$ cat src/rtl/conv_mac_ctrl.sv
// Purpose : sequences one N_TAPS window through the shared 8x8 multiplier and accumulates the products.
// Latency : 3*N_TAPS cycles from accepted start to done with a 1-cycle multiplier; each extra multiplier cycle adds one.
// Backpr. : start is only sampled in IDLE (no queueing); MUL waits indefinitely on mul_done.
//
// Ports:
//   clk, reset            rising-edge clock, asynchronous active-high reset
//   start                 window request, sampled only while idle
//   px_vec, wt_vec        tap k at bits [8k+7:8k]; latched on accepted start
//   acc_init              bias loaded into the accumulator on accepted start
//   busy, done            busy outside IDLE; done is a 1-cycle pulse with acc_out valid
//   acc_out               window sum, held until the next window completes or reset
//   mul_a, mul_b          multiplier operands for the current tap (0 outside MUL)
//   mul_start             multiplier start, high exactly while in MUL
//   mul_done, mul_result  multiplier handshake and 16-bit product
module conv_mac_ctrl #(
  parameter int N_TAPS = 9,
  parameter int ACC_W  = 20
) (
  input  logic                  clk,
  input  logic                  reset,
  input  logic                  start,
  input  logic [8*N_TAPS-1:0]   px_vec,
  input  logic [8*N_TAPS-1:0]   wt_vec,
  input  logic [ACC_W-1:0]      acc_init,
  output logic                  busy,
  output logic                  done,
  output logic [ACC_W-1:0]      acc_out,
  output logic [7:0]            mul_a,
  output logic [7:0]            mul_b,
  output logic                  mul_start,
  input  logic                  mul_done,
  input  logic [15:0]           mul_result
);

  localparam int K_W = (N_TAPS > 1) ? $clog2(N_TAPS) : 1;
  localparam logic [K_W-1:0] K_LAST = K_W'(N_TAPS - 1);

  typedef enum logic [1:0] {IDLE, MUL, GAP, DONE} state_t;

  state_t                state;
  logic [K_W-1:0]        k;
  logic [ACC_W-1:0]      acc;
  logic [8*N_TAPS-1:0]   px_q;
  logic [8*N_TAPS-1:0]   wt_q;
  logic [K_W-1:0]        k_nxt;
  logic [7:0]            nxt_a;
  logic [7:0]            nxt_b;

  // Tap selection as a compare-and-pick loop keeps the index in range for
  // any N_TAPS, including non-powers of two.
  function automatic logic [7:0] tap_sel(input logic [8*N_TAPS-1:0] vec,
                                         input logic [K_W-1:0]      idx);
    logic [7:0] r;
    r = '0;
    for (int i = 0; i < N_TAPS; i++) begin
      if (idx == K_W'(i)) r = vec[8*i +: 8];
    end
    return r;
  endfunction

  assign k_nxt = k + K_W'(1);
  assign nxt_a = tap_sel(px_q, k_nxt);
  assign nxt_b = tap_sel(wt_q, k_nxt);

  always_ff @(posedge clk or posedge reset) begin
    if (reset) begin
      state     <= IDLE;
      k         <= '0;
      acc       <= '0;
      px_q      <= '0;
      wt_q      <= '0;
      acc_out   <= '0;
      done      <= 1'b0;
      busy      <= 1'b0;
      mul_start <= 1'b0;
      mul_a     <= '0;
      mul_b     <= '0;
    end else begin
      done <= 1'b0;
      case (state)
        IDLE: begin
          if (start) begin
            px_q      <= px_vec;
            wt_q      <= wt_vec;
            acc       <= acc_init;
            k         <= '0;
            // Operands come straight from the inputs so tap 0 is ready
            // in the first MUL cycle.
            mul_a     <= px_vec[7:0];
            mul_b     <= wt_vec[7:0];
            mul_start <= 1'b1;
            busy      <= 1'b1;
            state     <= MUL;
          end
        end
        MUL: begin
          if (mul_done) begin
            acc       <= acc + ACC_W'(mul_result);  // zero-extend, wraps
            mul_start <= 1'b0;
            mul_a     <= '0;
            mul_b     <= '0;
            state     <= GAP;
          end
        end
        GAP: begin
          // One cycle with start low lets the multiplier drop done;
          // mul_done is deliberately not looked at here.
          if (k == K_LAST) begin
            done    <= 1'b1;
            acc_out <= acc;
            state   <= DONE;
          end else begin
            k         <= k_nxt;
            mul_a     <= nxt_a;
            mul_b     <= nxt_b;
            mul_start <= 1'b1;
            state     <= MUL;
          end
        end
        DONE: begin
          busy  <= 1'b0;
          state <= IDLE;
        end
        default: state <= IDLE;
      endcase
    end
  end

endmodule
$ cat config.mk
export PLATFORM = sky130hd
export DESIGN_NAME = conv_mac_ctrl
export DESIGN_NICKNAME = d
export VERILOG_FILES = /design/src/rtl/conv_mac_ctrl.sv
export SDC_FILE = /design/constraint.sdc
export NUM_CORES = 1
export LEC_CHECK = 0
export CAP_MARGIN = 20
export CORE_MARGIN = 3
export CORE_UTILIZATION = 51
export DETAILED_ROUTE_END_ITERATION = 12
export PLACE_DENSITY = 0.83
export SYNTH_ARGS = -nofsm -noshare
export SYNTH_HDL_FRONTEND = slang
export SYNTH_SLANG_ARGS = --single-unit
$ cat constraint.sdc
create_clock -name clk -period 10.8 [get_ports clk]
set_input_delay 3.24 -clock clk [delete_from_list [all_inputs] [get_ports clk]]
set_output_delay 3.24 -clock clk [all_outputs]
set_load 0.03 [all_outputs]
==> results of run 1 <==
==> metrics by stage <==
step	util	power [W]
floorplan	-	0.00250
global placement	0.645	0.00289
detailed placement	0.645	0.00296
CTS	0.683	0.00376
global route	0.684	0.00400
finish	0.685	0.00377
==> final cells by class <==
type,count,share of cell area
tap,265,0.0246
multi-input combinational,663,0.355
antenna,2,0.000372
inverter,16,0.00502
timing repair buffer,231,0.172
clock buffer,34,0.0496
sequential,209,0.389
clock inverter,7,0.00558
==> power groups by stage <==
stage / clock network, W / registers (W) / logic, W
after detailed placement: 0 / 0.00138 / 0.00158
final: 0.000771 / 0.00138 / 0.00162
after global routing: 0.000820 / 0.00141 / 0.00177
after global placement: 0 / 0.00136 / 0.00153
after floorplan: 0 / 0.00133 / 0.00116
after CTS: 0.000781 / 0.00137 / 0.00161
==> how the worst max path moves through the flow <==
stage,to,cells after the start,startpoint,slack (ns)
after detailed placement,wt_q[69]$_DFFE_PP0P_,4,start,4.92
after global placement,px_q[63]$_DFFE_PP0P_,4,start,4.93
final,wt_q[33]$_DFFE_PP0P_,4,start,5.38
after global routing,acc[12]$_DFFE_PP0P_,9,mul_result[4],5.15
after floorplan,acc[0]$_DFFE_PP0P_,1,reset,1.85
after CTS,px_q[71]$_DFFE_PP0P_,4,start,5.43
==> cells by family (layout without fill, tap and decap cells) <==
kind of cell               after synthesis  count (layout)  synth area share
xor gates and xnor gates                12              12            0.0102
buffers and inverters                   75             288            0.0317
and+or+nand+nor                        262             262             0.115
adders and majority gates               27              27            0.0335
DFF                                    209             209             0.507
AOI/OAI and AO/OA                      211             211             0.138
other                                    0               2                 0
muxes                                  151             151             0.164
==> Yosys cell counts, types with 10 or more instances <==
library cell and instances:
mux2_2 144, a21oi_1 53, dfrtp_1 209, ha_1 26
clkbuf_1 40, o21a_1 10, a221o_1 14, nand3_1 16
o22ai_1 17, nor2_1 44, o21ai_0 43, and3_1 23
inv_1 14, a222oi_1 11, o211ai_1 10, nand2_1 137
nor3_1 11
==> state kept, by name (all words and copies together) (netlist names) <==
register / cells
px_q: 72
wt_q: 72
acc: 20
acc_out: 20
mul_a: 8
mul_b: 8
k: 4
state: 2
busy: 1
done: 1
mul_start: 1
==> worst reg2reg max path, cell delays in order, from the launching register on <==
cell	delay, ns
dfrtp_1	0.43
inv_1	0.11
ha_1	0.37
nand4b_2	0.68
inv_2	0.62
or2_1	0.24
or3_1	0.69
a21oi_1	0.23
o31a_1	0.16
a31oi_1	0.14
==> layer usage <==
layer / part of all wire / vias to the layer above / track usage
met5: 0.00090 / - / 0
met2: 0.46 / 384 / 0.422
li1: - / 3812 / -
met3: 0.093 / 59 / 0.0704
met4: 0.033 / 4 / 0.0901
met1: 0.41 / 4022 / 0.357
==> results.toml, run 1 <==
[setup_path]
critPathSlowestCell = "buf_4"
setup.worst_path.end_class = "flip-flop"
r2r_end = "mul_a[1]$_DFFE_PP0P_"
reg2reg_slack_ns = 7.07
cp_max_fo = 76
r2r_cells = 9
max_stage_delay_ns = 0.85
path_delay_family = "buffers and inverters"
r2r_start = "state[0]$_DFFE_PP0P_"
worst-setup-path-type = "in2reg"
worstPathArrival_ns = 5.82
path_buf_inv = 2
critical_path_required_ns = 11.20
crit_chain = "clkdlybuf4s50_1, nand2_4, buf_4, mux2_2"
worstSetupStartpointType = "input pin"

[synth]
synth-edff-count = 0
yosysWarnings = 0
syn_area_um2 = 10300
yosysTopAreaCell = "dfrtp_1"
synthArstFlopShare = 1.00
synth_area_leaders = "dfrtp_1 51%, mux2_2 16%, nand2_1 5.0%"
syn_avg_cell_area_um2 = 10.9
ys_types = 66
synth_top_area_share = 0.507
synthFlopType = "dfrtp_1"
synth_seq_cells = 209
synth_seq_area_share = 0.507
synthCells = 947
syn_nets = 1158

[pwr]
p_clk_frac = 0.205
p_int_w = 0.00236
power_per_cell_area_nw_per_um2 = 280
leakage_nw = 5.84
power_switching_w = 0.00141
switching_share = 0.373
power_frac_comb = 0.430
peakVddDrop_v = 0.000128
p_seq_frac = 0.366

[finish]
drive_gt1_frac = 0.175
multiInputGateArea_um2 = 4770
final_cells = 1427
layout_commonest_cell = "clkdlybuf4s50_1"
final_cell_mix = "222 x clkdlybuf4s50_1, 209 x dfrtp_1, 144 x mux2_2"
final_nets = 1355
area_growth_pct = 30.4
final_cell_area_um2 = 13500
register_area_um2 = 5230
n_fill_cell = 1511

[global_routing]
grt_usage = 0.266
grt_pass1_vias = 8388
antenna_found_initial = 2
grt_max_degree = 153
grt_pass1_wl_mm = 46.4
gr-total-overflow = 0

[drt]
drc = 0
wire_per_inst_um = 21.0
wl_mm = 30.0
via_count = 8281
vias_per_cell = 5.80
first_pass_iters = 6
final_antenna_net_count = 0
drt_iter0_drc = 630

[floorplanning]
die_area_um2 = 22000
rows = 51
core-area_um2 = 19700
ios = 223
dieHeight_um = 148
start_util = 0.525
die_x_um = 148

[timing]
fin_skew_ns = 0.0125
min_period_ns = 5.42
worstMarginPinSlew_ns = 0.964
finalHoldViolCount = 0
final_max_slew_viol_count = 0
fmax_mhz = 184
rsz0062_at_grt = "no"
slew_headroom = 0.357
setup_viol = 0
fin_hold_ws_ns = 0.477
finalCritPeriodShare = 0.502
timing.final.ws_setup_ns = 5.38
setup_tns_ns = 0

[worst_hold_path]
hold_end = "acc_out[12]$_DFFE_PP0P_"
holdCritStartpoint = "acc_out[12]$_DFFE_PP0P_"
hold_depth = 2
hold_path.class = "reg2reg"

[clock_network]
clock_latency_ns = 0.52
cts_resized = 0
clock-sinks = 209
cts_root_buffer = "clkbuf_16"
htreeDepth = 1
cts_tree = "done"
postCtsSetupBuffers = 0
clkTransAtPathRegs_ns = 0.06
clockBufferDepth = 3
ctsHoldBuffers = 0
cts_buffers = 23

[placed_design]
dpl-instance-area_um2 = 12700
placedCellCount = 1382
io_buffer_count = 222
gp_congestion = 0.862
place_hpwl_mm = 20.5
place_ws_ns = 4.92

[status]
outcome = "finished clean"

[run]
drv_cap = 0
Note: power is estimated with default switching activity, not from simulation.
==> run 2, diff against run 1 <==
--- a/config.mk
+++ b/config.mk
@@ -7,9 +7,9 @@
 export LEC_CHECK = 0
 export CAP_MARGIN = 20
 export CORE_MARGIN = 3
-export CORE_UTILIZATION = 51
+export CORE_UTILIZATION = 46
 export DETAILED_ROUTE_END_ITERATION = 12
-export PLACE_DENSITY = 0.83
+export PLACE_DENSITY = 0.79
 export SYNTH_ARGS = -nofsm -noshare
 export SYNTH_HDL_FRONTEND = slang
 export SYNTH_SLANG_ARGS = --single-unit
==> constraint.sdc (replaced) <==
create_clock -name clk -period 4.4 [get_ports clk]
set_input_delay 1.32 -clock clk [delete_from_list [all_inputs] [get_ports clk]]
set_output_delay 1.32 -clock clk [all_outputs]
set_load 0.03 [all_outputs]
==> run 2 against run 1 <==
Register-to-register slack got worse by 6.0 ns. Power rose by 150%. Worst setup slack worse by 4.5 ns. Cell area grew 0.83%. Global-route usage fell by 2.3 points. Routed wire length fell by 1.1%. Die area increased by 10%. Clock power grew to 2.5 times the previous value. Clock-buffer cell count decreased by 4.
==> results.toml, run 2 (synthesis results as in run 1) <==
[clock_network]
cts_tree = "done"
clock_latency_ns = 0.51
postCtsSetupBuffers = 0
clock-sinks = 209
htreeDepth = 1
clkTransAtPathRegs_ns = 0.06
cts_resized = 0
cts_root_buffer = "clkbuf_16"
cts_buffers = 23
ctsHoldBuffers = 0
clockBufferDepth = 3

[finish]
drive_gt1_frac = 0.180
area_growth_pct = 31.5
final_cell_mix = "222 x clkdlybuf4s50_1, 209 x dfrtp_1, 144 x mux2_2"
top_regs = "px_q: 72 flops, wt_q: 72 flops"
final_nets = 1360
layout_commonest_cell = "clkdlybuf4s50_1"
final_cell_area_um2 = 13600

[global_routing]
gr-total-overflow = 0
grt_max_degree = 92
antenna_found_initial = 3
grt_pass1_wl_mm = 47.0
grt_usage = 0.243
grt_pass1_vias = 8466

[setup_path]
worstSetupStartpointType = "input pin"
worstPathArrival_ns = 3.88
max_stage_delay_ns = 0.60
critical_path_required_ns = 4.75
critPathSlowestCell = "a2111oi_0"
setup.worst_path.end_class = "flip-flop"
worst-setup-path-type = "in2reg"
crit_chain = "clkdlybuf4s50_1, ha_1, inv_1, fa_1, nand2b_1, a21oi_1, o31a_1, a2111oi_0, nor4_1, o31ai_1, o21ai_1"
path_buf_inv = 2
cp_max_fo = 3
path_delay_family = "compound AO/OA/AOI/OAI gates"

[floorplanning]
start_util = 0.470
die_x_um = 156
core-area_um2 = 22000
rows = 54
die_area_um2 = 24300
ios = 223
dieHeight_um = 156

[status]
outcome = "finished clean"

[drt]
drc = 0
wire_per_inst_um = 20.5
wl_mm = 29.7
via_count = 8366
vias_per_cell = 5.79
final_antenna_net_count = 0
first_pass_iters = 6
drt_iter0_drc = 533

[pwr]
leakage_nw = 5.87
power_per_cell_area_nw_per_um2 = 683
peakVddDrop_v = 0.000327

[timing]
worstMarginPinSlew_ns = 1.13
fmax_mhz = 283
finalHoldViolCount = 0
finalCritPeriodShare = 0.802
min_period_ns = 3.53
rsz0062_at_grt = "no"
slew_headroom = 0.247
setup_viol = 0
final_max_slew_viol_count = 0
setup_tns_ns = 0
fin_skew_ns = 0.00920

[run]
drv_cap = 0

[worst_hold_path]
hold_path.class = "reg2reg"

[placed_design]
place_hpwl_mm = 20.9
io_buffer_count = 222
gp_congestion = 0.893
dpl-instance-area_um2 = 12800
[run 2: tightest hold or removal path: cells and delay by family, from the launching register on]
| family | cells | cell delay, ns |
|---|---|---|
| DFF | 1 | 0.34 |
| and+or+nand+nor | 2 | 0.10 |
[run 2: path summary, 6_finish.rpt]
check / from / end / slack (ns) / cells past startpoint
setup reg to reg: state[0]$_DFFE_PP0P_ / mul_a[1]$_DFFE_PP0P_ / 1.05 / 11
max in group asynchronous: reset / wt_q[55]$_DFFE_PP0P_ / 2.32 / 3
setup / recovery: mul_result[0] / acc[12]$_DFFE_PP0P_ / 0.87 / 11
hold / removal: acc_out[6]$_DFFE_PP0P_ / acc_out[6]$_DFFE_PP0P_ / 0.47 / 2
min in group asynchronous: reset / px_q[21]$_DFFE_PP0P_ / 1.22 / 2
hold reg to reg: acc_out[6]$_DFFE_PP0P_ / acc_out[6]$_DFFE_PP0P_ / 0.47 / 2
[run 2: area by class of cell]
| cell class | count | area (um2) |
|---|---|---|
| clock inverter | 9 | 106 |
| inverter | 16 | 63.8 |
| antenna | 1 | 2.50 |
| tap | 280 | 350 |
| fill | 1695 | 8390 |
| multi-input combinational | 663 | 4770 |
| clock buffer | 30 | 642 |
| sequential | 209 | 5230 |
| timing repair buffer | 236 | 2400 |
[run 2: stage by stage]
step                       util  hold slack (ns)  setup slack [ns]  power (W)  instances
after floorplan               -            0.465             0.366    0.00613        947
after global placement    0.584            0.460             0.519    0.00715       1404
after detailed placement  0.584            0.462             0.402    0.00729       1404
after CTS                 0.618            0.479             0.923    0.00927       1443
after global routing      0.618            0.498             0.721    0.00987       1444
final                     0.618            0.471             0.870    0.00927       1444
[run 2: report_power, final]
group          leakage (nW)  internal [W]  total, W  switching (W)
Clock                 0.361       0.00114   0.00193       0.000783
Sequential             2.54       0.00279   0.00338       0.000589
Combinational          2.97       0.00190   0.00396        0.00206
[run 2: layer usage]
layer | routed length (um) | GRT usage | vias up
met4 | 927 | 0.0791 | 4
met3 | 2760 | 0.0602 | 64
met1 | 12700 | 0.346 | 4089
met2 | 13200 | 0.367 | 389
li1 | - | - | 3820
met5 | 24 | 0 | -
==> run 3, diff against run 2 <==
--- a/config.mk
+++ b/config.mk
@@ -7,9 +7,9 @@
 export LEC_CHECK = 0
 export CAP_MARGIN = 20
 export CORE_MARGIN = 3
-export CORE_UTILIZATION = 46
+export CORE_UTILIZATION = 51
 export DETAILED_ROUTE_END_ITERATION = 12
-export PLACE_DENSITY = 0.79
+export PLACE_DENSITY = 0.83
 export SYNTH_ARGS = -nofsm -noshare
 export SYNTH_HDL_FRONTEND = slang
 export SYNTH_SLANG_ARGS = --single-unit
==> constraint.sdc (replaced) <==
create_clock -name clk -period 3.3 [get_ports clk]
set_input_delay 0.99 -clock clk [delete_from_list [all_inputs] [get_ports clk]]
set_output_delay 0.99 -clock clk [all_outputs]
set_load 0.03 [all_outputs]
==> run 3 against run 2 <==
Worst setup slack worse by 0.67 ns. Via count up 1.9%. Clock skew about the same. Die area down 9.4%. Clock power up 31%. Global-route usage up 3.0 points. Cell area up 1.5%. Critical path depth unchanged. First-iteration DRC count up 15%. Highest routed layer unchanged.
==> results.toml, run 3 (synthesis results as in run 1) <==
[floorplanning]
start_util = 0.525
dieHeight_um = 148
die_x_um = 148
core-area_um2 = 19700
rows = 51
die_area_um2 = 22000
ios = 223

[drt]
final_antenna_net_count = 0
wl_mm = 30.4
first_pass_iters = 8
wire_per_inst_um = 20.9
via_count = 8528
drc = 0
drt_iter0_drc = 615
vias_per_cell = 5.85

[placed_design]
placedCellCount = 1414
gp_congestion = 0.883
place_ws_ns = -0.288
io_buffer_count = 222
place_hpwl_mm = 21.5

[timing]
fmax_mhz = 323
finalCritPeriodShare = 0.938
fin_skew_ns = 0.00946
timing.final.ws_setup_ns = 0.203
worstMarginPinSlew_ns = 0.716
final_max_slew_viol_count = 0
min_period_ns = 3.10
rsz0062_at_grt = "no"
finalHoldViolCount = 0
slew_headroom = 0.523
setup_viol = 0
setup_tns_ns = 0

[clock_network]
htreeDepth = 1
cts_buffers = 23
clock_latency_ns = 0.51
clkTransAtPathRegs_ns = 0.06
ctsHoldBuffers = 0
postCtsSetupBuffers = 0
clock-sinks = 209
cts_root_buffer = "clkbuf_16"
cts_tree = "done"
clockBufferDepth = 3

[pwr]
leakage_nw = 6.02
peakVddDrop_v = 0.000546
fin_total_pwr_w = 0.0126
power_per_cell_area_nw_per_um2 = 915

[setup_path]
setup.worst_path.end_class = "flip-flop"
worstSetupStartpointType = "input pin"
cp_max_fo = 3
r2r_cells = 8
r2r_end = "mul_a[5]$_DFFE_PP0P_"
worst-setup-path-type = "in2reg"
reg2reg_slack_ns = 0.39
critical_path_required_ns = 3.69
r2r_start = "k[0]$_DFFE_PP0P_"
worstPathArrival_ns = 3.49

[status]
outcome = "finished clean"

[finish]
final_cells = 1459
drive_gt1_frac = 0.198
top_regs = "px_q: 72 flops, wt_q: 72 flops"
layout_commonest_cell = "clkdlybuf4s50_1"
n_fill_cell = 1439
final_nets = 1386
final_cell_mix = "222 x clkdlybuf4s50_1, 209 x dfrtp_1, 144 x mux2_2"
area_growth_pct = 33.5

[global_routing]
antenna_found_initial = 5
grt_usage = 0.273
grt_pass1_wl_mm = 47.7
grt_pass1_vias = 8670
grt_max_degree = 66
gr-total-overflow = 0

[worst_hold_path]
hold_depth = 2
hold_end = "acc_out[6]$_DFFE_PP0P_"
hold_path.class = "reg2reg"
holdCritStartpoint = "acc_out[6]$_DFFE_PP0P_"

[run]
drv_cap = 0
run 3: cell types whose count changed in the layout (fill, tap and decap cells not counted), sizes merged:
cell and change:
clkinv +5, diode +2, clkinvlp -3, buf +26
run 3: cell type report:
cell class | count | area, um2 | area share
Tap cell | 265 | 332 | 0.0241
Timing Repair Buffer | 262 | 2630 | 0.191
Multi-Input combinational cell | 663 | 4770 | 0.347
Clock inverter | 11 | 109 | 0.00790
Sequential cell | 209 | 5230 | 0.380
Antenna cell | 3 | 7.51 | 0.000545
Inverter | 16 | 63.8 | 0.00463
Clock buffer | 30 | 632 | 0.0459
run 3: what timing repair did:
| item | in CTS | in global routing |
|---|---|---|
| setup endpoints to repair | 0 | 1 |
| hold endpoints to repair | 0 | 0 |
| resized for setup | 0 | 1 |
run 3: layer usage:
layer  up-vias  track usage  wire length [um]
met1      4185        0.370             12400
met4         6       0.0896              1030
li1       3879            -                 -
met5         -            0                54
met3        73       0.0652              2810
met2       385        0.436             14200
run 3: worst max-delay path by stage:
stage | from | endpoint | slack (ns) | depth (start not counted)
floorplan | reset | acc[0]$_DFFE_PP0P_ | -0.40 | 1
global placement | mul_result[0] | acc[16]$_DFFE_PP0P_ | -0.19 | 11
global route | mul_result[0] | acc[18]$_DFFE_PP0P_ | 0.05 | 11
detailed placement | mul_result[0] | acc[12]$_DFFE_PP0P_ | -0.29 | 11
finish | mul_result[0] | acc[12]$_DFFE_PP0P_ | 0.20 | 11
CTS | mul_result[0] | acc[12]$_DFFE_PP0P_ | 0.24 | 11
run 3: critical path, cell delays in order:
cell and delay, ns:
clkdlybuf4s50_1 0.42, ha_1 0.22, inv_1 0.07, fa_1 0.20, nand2b_1 0.13, a21oi_1 0.08, o31a_1 0.33, a2111oi_1 0.54
nor4_1 0.12, o31ai_1 0.27, o21ai_1 0.09
run 3: metrics by stage:
| step | util | area (um2) | hold slack [ns] |
|---|---|---|---|
| 2_1_floorplan | - | 10300 | 0.465 |
| 3_3_place_gp | 0.662 | 13000 | 0.463 |
| 3_5_place_dp | 0.662 | 13000 | 0.462 |
| 4_1_cts | 0.700 | 13800 | 0.483 |
| 5_1_grt | 0.701 | 13800 | 0.500 |
| 6_report | 0.701 | 13800 | 0.478 |
run 3: report_power, final:
group          switching (W)  internal (W)  leakage [nW]  total [W]
combinational        0.00283       0.00273          3.10    0.00556
clock                0.00103       0.00150         0.374    0.00253
sequential          0.000785       0.00373          2.54    0.00451
